<file path="src/rtl/serial_sub_pkg.sv">
// Shared types and sizing helpers for the digit-serial subtractor.
package serial_sub_pkg;

    typedef enum logic [1:0] {
        IDLE = 2'd0,
        RUN  = 2'd1,
        DONE = 2'd2
    } sub_state_t;

    // Number of DIGIT-wide slices needed to cover WIDTH bits.
    function automatic int num_digits(input int width, input int digit);
        return width / digit;
    endfunction

    // Counter width able to hold NUM_DIGITS-1; never narrower than one bit.
    function automatic int cnt_width(input int n);
        return (n <= 1) ? 1 : $clog2(n);
    endfunction

    localparam int SUB_WIDTH_DEF = 32;
    localparam int SUB_DIGIT_DEF = 4;
    localparam int SUB_CNT_W_DEF = cnt_width(num_digits(SUB_WIDTH_DEF, SUB_DIGIT_DEF));

endpackage

</file>
<file path="src/rtl/serial_subtractor_slice.sv">
// One DIGIT-bit ripple slice: s/cout = a + b_inv + cin.
// Subtraction is obtained by feeding the inverted subtrahend and a carry of ~borrow.
module digit_sub_slice #(
    parameter int DIGIT = 4
) (
    input  logic [DIGIT-1:0] a,
    input  logic [DIGIT-1:0] b_inv,
    input  logic             cin,
    output logic [DIGIT-1:0] s,
    output logic             cout
);

    logic [DIGIT:0] sum;

    // Widen by one bit so the carry-out falls out of the add.
    assign sum       = {1'b0, a} + {1'b0, b_inv} + {{DIGIT{1'b0}}, cin};
    assign {cout, s} = sum;

endmodule

</file>
<file path="src/rtl/serial_subtractor.sv">
// Digit-serial two's-complement subtractor: Diff = A - B - Bin, DIGIT bits per cycle.
// Optional feature macro: SERIAL_SUB_OVF_EN enables the signed overflow flag;
// without it overflow is tied low and the operand sign bits are not stored.
module serial_subtractor
    import serial_sub_pkg::*;
#(
    parameter int WIDTH = 32,
    parameter int DIGIT = 4
) (
    input  logic             clk,
    input  logic             rst_n,
    input  logic             in_valid,
    output logic             in_ready,
    input  logic [WIDTH-1:0] A,
    input  logic [WIDTH-1:0] B,
    input  logic             Bin,
    output logic             out_valid,
    input  logic             out_ready,
    output logic [WIDTH-1:0] Diff,
    output logic             Bout,
    output logic             overflow
);

    localparam int NUM_DIGITS = num_digits(WIDTH, DIGIT);
    localparam int CNT_W      = cnt_width(NUM_DIGITS);

    generate
        if ((WIDTH % DIGIT) != 0) begin : g_bad_digit
            $error("serial_subtractor: DIGIT must divide WIDTH");
        end
    endgenerate

    sub_state_t       state, state_nx;
    logic [CNT_W-1:0] cnt;
    logic [WIDTH-1:0] a_sh;
    logic [WIDTH-1:0] b_sh;     // holds ~B, consumed LSB digit first
    logic             carry;
    logic [WIDTH-1:0] res_sh;   // partial result, filled from the top
    logic [WIDTH-1:0] res_nx;
    logic [DIGIT-1:0] s;
    logic             cout;
    logic             last_digit;

    assign last_digit = (cnt == '0);
    assign in_ready   = (state == IDLE);
    assign out_valid  = (state == DONE);

    // New digit enters at the top; after NUM_DIGITS shifts the LSB digit sits at bit 0.
    assign res_nx = WIDTH'({s, res_sh} >> DIGIT);

    digit_sub_slice #(.DIGIT(DIGIT)) u_slice (
        .a     (a_sh[DIGIT-1:0]),
        .b_inv (b_sh[DIGIT-1:0]),
        .cin   (carry),
        .s     (s),
        .cout  (cout)
    );

    // State register.
    always_ff @(posedge clk or negedge rst_n) begin
        if (!rst_n) state <= IDLE;
        else        state <= state_nx;
    end

    // Next-state: accept in IDLE, count digits in RUN, wait for the consumer in DONE.
    always_comb begin
        state_nx = state;
        case (state)
            IDLE:    if (in_valid)   state_nx = RUN;
            RUN:     if (last_digit) state_nx = DONE;
            DONE:    if (out_ready)  state_nx = IDLE;
            default:                 state_nx = IDLE;
        endcase
    end

    // Datapath: load operands on accept, ripple one digit per RUN cycle,
    // and publish Diff/Bout only on the final digit so outputs stay stable otherwise.
    always_ff @(posedge clk or negedge rst_n) begin
        if (!rst_n) begin
            cnt    <= '0;
            a_sh   <= '0;
            b_sh   <= '0;
            carry  <= 1'b0;
            res_sh <= '0;
            Diff   <= '0;
            Bout   <= 1'b0;
        end else begin
            case (state)
                IDLE: begin
                    if (in_valid) begin
                        a_sh  <= A;
                        b_sh  <= ~B;
                        carry <= ~Bin;
                        cnt   <= CNT_W'(NUM_DIGITS - 1);
                    end
                end
                RUN: begin
                    a_sh   <= a_sh >> DIGIT;
                    b_sh   <= b_sh >> DIGIT;
                    carry  <= cout;
                    res_sh <= res_nx;
                    cnt    <= cnt - CNT_W'(1);
                    if (last_digit) begin
                        Diff <= res_nx;
                        Bout <= ~cout;
                    end
                end
                default: ;
            endcase
        end
    end

`ifdef SERIAL_SUB_OVF_EN
    logic a_msb;
    logic b_msb;

    // Keep the original sign bits; overflow when signs differ and the result sign flips from A.
    always_ff @(posedge clk or negedge rst_n) begin
        if (!rst_n) begin
            a_msb    <= 1'b0;
            b_msb    <= 1'b0;
            overflow <= 1'b0;
        end else begin
            if (state == IDLE && in_valid) begin
                a_msb <= A[WIDTH-1];
                b_msb <= B[WIDTH-1];
            end
            if (state == RUN && last_digit)
                overflow <= (a_msb != b_msb) && (res_nx[WIDTH-1] != a_msb);
        end
    end
`else
    assign overflow = 1'b0;
`endif

endmodule

</file>
<file path="config.mk">
export PLATFORM = sky130hd
export DESIGN_NAME = serial_subtractor
export DESIGN_NICKNAME = d
export VERILOG_FILES = /design/src/rtl/serial_sub_pkg.sv /design/src/rtl/serial_subtractor_slice.sv /design/src/rtl/serial_subtractor.sv
export SDC_FILE = /design/constraint.sdc
export NUM_CORES = 1
export LEC_CHECK = 0
export ABC_AREA = 1
export BUFFER_PORTS_ARGS = -buffer_cell sky130_fd_sc_hd__buf_2
export CORE_UTILIZATION = 50
export CTS_CLUSTER_DIAMETER = 40
export DETAILED_ROUTE_END_ITERATION = 10
export GPL_ROUTABILITY_DRIVEN = 0
export HOLD_SLACK_MARGIN = 0.03
export PLACE_DENSITY = 0.76
export SYNTH_ARGS = -nofsm -noshare
export SYNTH_HDL_FRONTEND = slang
export SYNTH_HIERARCHICAL = 1
export SYNTH_SLANG_ARGS = --single-unit
</file>
<file path="constraint.sdc">
create_clock -name clk -period 1.5 [get_ports clk]
set_input_delay 0.15 -clock clk [delete_from_list [all_inputs] [get_ports clk]]
set_output_delay 0.15 -clock clk [all_outputs]
set_load 0.005 [all_outputs]
</file>
=== After elaboration in Yosys (flattened, before gate mapping) ===
Cells that the tools add are included.

* Add/sub/neg operators: 3
* Equal/unequal tests: 5
* Mux-type cells: 12
* Bitwise operators: 3
* Reductions and logical operators: 6

{| class="wikitable"
|+ Operators by type and width
! kind !! count
|-
| 32-bit case mux with 2 select lines || 2
|-
| 32-bit 2-to-1 mux || 2
|-
| 32-bit inverter || 1
|-
| 2-bit 2-to-1 mux || 3
|-
| 2-bit case mux with 3 select lines || 1
|-
| 3-bit case mux with 2 select lines || 1
|-
| 4-bit by 4-bit adder with 5-bit output || 1
|-
| 5-bit by 1-bit adder with 5-bit output || 1
|-
| 2-bit != test (second input constant) || 2
|-
| 2-bit AND reduction || 2
|-
| 3-bit logical NOT || 1
|-
| 3-bit 2-to-1 mux || 1
|-
| 3-bit AND reduction || 1
|-
| 3-bit by 1-bit subtractor with 3-bit output (second input constant) || 1
|-
| 2-bit by 1-bit == test with 1-bit output (second input constant) || 1
|-
| 2-bit == test (second input constant) || 1
|-
| 2-bit logical NOT || 1
|-
| 2-bit by 1-bit != test with 1-bit output (second input constant) || 1
|-
| 1-bit inverter || 2
|-
| 1-bit case mux with 2 select lines || 1
|-
| 2-bit nonzero test || 1
|-
| 1-bit 2-to-1 mux || 1
|}

* Register bits after elaboration: 135
* Input port bits: 69
* Output and inout port bits: 36
* Logic and storage cells: 37

=== Logic depth before layout (Yosys ltp) ===
* Depth in word-level cells: 3
* Gate-level depth with buffers: 8
* Mapped depth without buffers: 7

=== Hierarchy ===
Netlist, hierarchy kept.

{| class="wikitable"
|+ Modules (own cells, without submodules)
! module !! instances !! cells each !! area each (um2)
|-
| serial_subtractor || 1 || 630 || 5,600.4
|-
| digit_sub_slice || 1 || 25 || 165.2
|}

=== Worst setup path after synthesis ===
No wires, ideal clock.

* Kind: reg-to-reg
* Start point: reg a_sh[0]
* End point: reg Diff[29]
* Setup time: 0.066 ns
* Arrival: 1.502 ns
* Slack: -0.068 ns
* Stages on the path, launching flop included: 7
* Path buffers: 0
* Period minus slack after synthesis: 1.568 ns
* Cells stage by stage: dfrtp_1 -> fa_1 -> inv_1 -> fa_1 -> inv_1 -> nand3_1 -> nand2_1

* Word-level cells in the longest chain between the ends: 2

{| class="wikitable"
|+ RTL lines
! item !! line !! source
|-
| start, declared || serial_subtractor.sv:35 || <nowiki>logic [WIDTH-1:0] a_sh;</nowiki>
|-
| start signal, assigned || serial_subtractor.sv:98 || <nowiki>a_sh <= a_sh >> DIGIT;</nowiki>
|-
| 4-bit by 4-bit adder with 5-bit output || serial_subtractor_slice.sv:16 || <nowiki>assign sum = {1'b0, a} + {1'b0, b_inv} + {{DIGIT{1'b0}}, cin};</nowiki>
|-
| 5-bit by 1-bit adder with 5-bit output || serial_subtractor_slice.sv:16 ||
|-
| net s[1] || serial_subtractor.sv:40 || <nowiki>logic [DIGIT-1:0] s;</nowiki>
|-
| end signal, assigned || serial_subtractor.sv:104 || <nowiki>Diff <= res_nx;</nowiki>
|-
| end, declared || serial_subtractor.sv:19 || <nowiki>output logic [WIDTH-1:0] Diff,</nowiki>
|}

The timed path passes the listed nets, and every way through them passes these cells.
A chain may end at the register's enable or synchronous reset.

=== Final worst setup path ===
* Start point: reg carry
* End point: reg res_sh[29]

* Word-level cells in the longest chain between the ends: 1

{| class="wikitable"
|+ RTL lines
! item !! line !! source
|-
| start, declared || serial_subtractor.sv:37 || <nowiki>logic carry;</nowiki>
|-
| start signal, assigned || serial_subtractor.sv:93 || <nowiki>carry <= ~Bin;</nowiki>
|-
| start signal, assigned || serial_subtractor.sv:100 || <nowiki>carry <= cout;</nowiki>
|-
| 5-bit by 1-bit adder with 5-bit output || serial_subtractor_slice.sv:16 ||
|-
| net s[1] || serial_subtractor.sv:40 ||
|-
| end signal, assigned || serial_subtractor.sv:101 || <nowiki>res_sh <= res_nx;</nowiki>
|-
| end, declared || serial_subtractor.sv:38 || <nowiki>logic [WIDTH-1:0] res_sh;</nowiki>
|}

The timed path passes the listed nets, and every way through them passes these cells.

==> results.cfg <==
[run_status]
status = complete, but fails checks
violations = negative setup slack

[power_and_ir_drop]
seqPwrFrac = 0.377
irDropWorstVdd_mv = 1.434
intPower_mw = 9.950
powerDensity_nw_per_um2 = 2003
p_leak_nw = 3.978
p_sw_mw = 5.656
comb_power_share = 0.362
clkPwrFrac = 0.261
swShare = 0.3625

[clock_network]
cts-root-buf = clkbuf_16
clk_latency_ns = 0.41
cts_tree = done
cts_inserted_buffers = 17
clock_path_buffers = 2
htreeDepth = 4
path_clk_slew_ns = 0.05
clkSinkCount = 131

[global_routing]
grt_use_total = 0.2658
grt_pass1_wl_um = 24060
grt_max_degree = 65
antenna_found_initial = 0
grt_pass1_vias = 5131
overflow = 0

[sta]
rsz0062_at_grt = true
hold_slack_ns = 0.03981
min_period_ns = 1.599
finalSetupViolations = 8
tightestPinTransition_ns = 0.5216
max_freq_mhz = 625.3
fin_ws_ns = -0.09920
fin_crit_sh = 1.066
finClkSkew_ns = 0.006262
maxSlewHeadroom = 0.6523
drv_slew = 0
hold_viol_final = 0

[finish]
stdcell_count = 965
multi_input_area_um2 = 2190
design_area_um2 = 7791
area_growth_pct = 35.13
layout.nets = 890
drive_above_1_share = 0.2036
fillers = 834
ff_latch_area_um2 = 3279
num_antenna_cells = 0

[synthesis]
synth_enable_flop_cells = 0
async_flop_share = 1.000
syn_avg_cell_area_um2 = 8.802
synthTopCellsByCount = nand3_1 (186), nand2_1 (181), dfrtp_1 (131)
syn_inst = 655
ys.flop_type = dfrtp_1
yosysMostFrequentCell = nand3_1
seq_area_frac_synth = 0.5686
ys_seq_elements = 131
yosysWarnings = 6
ys_types = 20
synth_top_area_share = 0.5686
syn_area_um2 = 5766
yosysTopAreaCell = dfrtp_1
syn-num-nets = 731
yosys-top-cells-area = dfrtp_1 (57%), nand3_1 (16%), nand2_1 (12%)

[worst_setup_path]
worst-path-buf-inv = 2
cp_top_family = adder cells
crit_chain = fa_2, inv_2, fa_1, inv_2, nand2_1, o21ai_1
crit_type = reg2reg
crit_slowest_cell = fa_1
cp-endpoint = res_sh[29]$_DFFE_PN0P_
endpoint_kind = flip-flop
cp_common_cell = inv_2
start_kind = flip-flop
slowest_delay_ns = 0.43
arrival_ns = 1.94
r2r_slack_ns = -0.1
worstPathMaxFanout = 2
r2r_start = carry$_DFFE_PN0P_
worstReg2RegEnd = res_sh[29]$_DFFE_PN0P_
path_depth = 6
reg2regPathDepth = 6
cp.required_ns = 1.84
critPathLaunch = carry$_DFFE_PN0P_

[route]
routed_wl_um = 14530
drtIter0Drc = 369
ant_nets = 0
drc = 0
first_pass_iters = 5
wl_per_cell_um = 15.06
vias = 5290
viasPerCell = 5.482

[placed_design]
port_buffers = 103
dpl-instance-area_um2 = 6511
placed_cells = 870
detailed_place_hpwl_um = 8469

[floorplanning]
dieArea_um2 = 11960
die_h_um = 109.4
ios = 105
die_x_um = 109.4
coreArea_um2 = 11030
start_util = 0.5227
rows = 38

[flow_run]
maxCapViolCount = 0

[min_path]
hp-class = in2reg
## per-layer routing
layer / vias to the layer above / routed length, um / track usage
met4: 0 / 368 / 0.1086
met1: 2540 / 6027 / 0.3369
met3: 36 / 970 / 0.08299
li1: 2492 / - / -
met2: 222 / 7167 / 0.4236
met5: - / 0 / 0
## per-stage QoR
step | total power, mW | utilization | setup slack (ns) | TNS [ns]
3_5_place_dp | 11.09 | 0.5903 | -0.05984 | -0.1149
2_1_floorplan | 9.290 | - | 0.003635 | 0
4_1_cts | 15.58 | 0.7044 | -0.07804 | -0.3380
3_3_place_gp | 10.84 | 0.5903 | -0.01576 | -0.02646
6_report | 15.61 | 0.7063 | -0.09920 | -0.3957
5_1_grt | 16.72 | 0.7063 | -0.1598 | -0.9850
## kinds of logic after synthesis
| group | Yosys count | synth area share |
|---|---|---|
| buffers and inverters | 76 | 0.05664 |
| xor gates and xnor gates | 1 | 0.001519 |
| and+or+nand+nor | 405 | 0.3249 |
| AOI/OAI and AO/OA | 34 | 0.02995 |
| DFF | 131 | 0.5686 |
| other | 1 | 0.0006504 |
| adders and majority gates | 7 | 0.01780 |
## state kept, by name (all words and copies together) (netlist names)
| signal | count |
|---|---|
| carry | 1 |
| Bout | 1 |
| state | 2 |
| cnt | 3 |
| b_sh | 32 |
| Diff | 32 |
| a_sh | 32 |
| res_sh | 28 |
## how the worst min path moves through the flow
stage / to / from / slack (ns) / cells past startpoint
6_report: b_sh[23]$_DFFE_PN0P_ / B[23] / 0.04 / 3
5_1_grt: carry$_DFFE_PN0P_ / Bin / 0.03 / 3
4_1_cts: b_sh[0]$_DFFE_PN0P_ / B[0] / 0.03 / 3
3_5_place_dp: Diff[16]$_DFFE_PN0P_ / rst_n / 0.15 / 1
3_3_place_gp: Diff[18]$_DFFE_PN0P_ / rst_n / 0.14 / 1
2_1_floorplan: Bout$_DFFE_PN0P_ / rst_n / -0.15 / 0
## tightest hold or removal path, stage by stage
cell and delay [ns]:
buf_2 0.08, nand3b_1 0.09, nand3_1 0.08
## repair_timing
action,4_1_cts,5_1_grt
hold endpoints to repair,109,1
buffers inserted,2,1
cloned,1,0
pin swaps,3,3
setup endpoints to repair,5,10
resized for setup,2,5
hold buffers,61,1
## power by group through the flow
stage | Combinational (mW) | Clock, mW | Sequential (mW)
2_1_floorplan | 3.57 | 0 | 5.72
3_3_place_gp | 5.00 | 0 | 5.84
3_5_place_dp | 5.19 | 0 | 5.90
4_1_cts | 5.57 | 4.14 | 5.87
5_1_grt | 6.37 | 4.31 | 6.04
6_report | 5.65 | 4.08 | 5.88
## area by class of cell
| cell class | instances | area share |
|---|---|---|
| Clock buffer | 26 | 0.06665 |
| Clock inverter | 4 | 0.008993 |
| Inverter | 27 | 0.01317 |
| Multi-Input combinational cell | 448 | 0.2810 |
| Sequential cell | 131 | 0.4209 |
| Tap cell | 140 | 0.02248 |
| Timing Repair Buffer | 189 | 0.1868 |
## cells in the final DEF (no fill, tap or decap)
cell type	instances
a21oi_1	2
buf_12	8
buf_2	102
buf_4	13
buf_6	3
bufbuf_16	1
bufinv_16	2
clkbuf_1	3
clkbuf_16	17
clkbuf_8	6
clkinv_2	3
conb_1	1
dfrtp_1	130
dfrtp_2	1
dlygate4sd3_1	62
fa_1	1
fa_2	1
ha_1	5
inv_1	22
inv_2	4
nand2_1	179
nand2_2	2
nand2_4	1
nand3_1	186
nand3b_1	30
nor2_1	5
nor2_2	1
nor2_4	1
o21ai_0	27
o21ai_1	3
o21ai_2	1
o31ai_1	1
xnor2_2	1
Note: power is estimated with default switching activity, not from simulation.
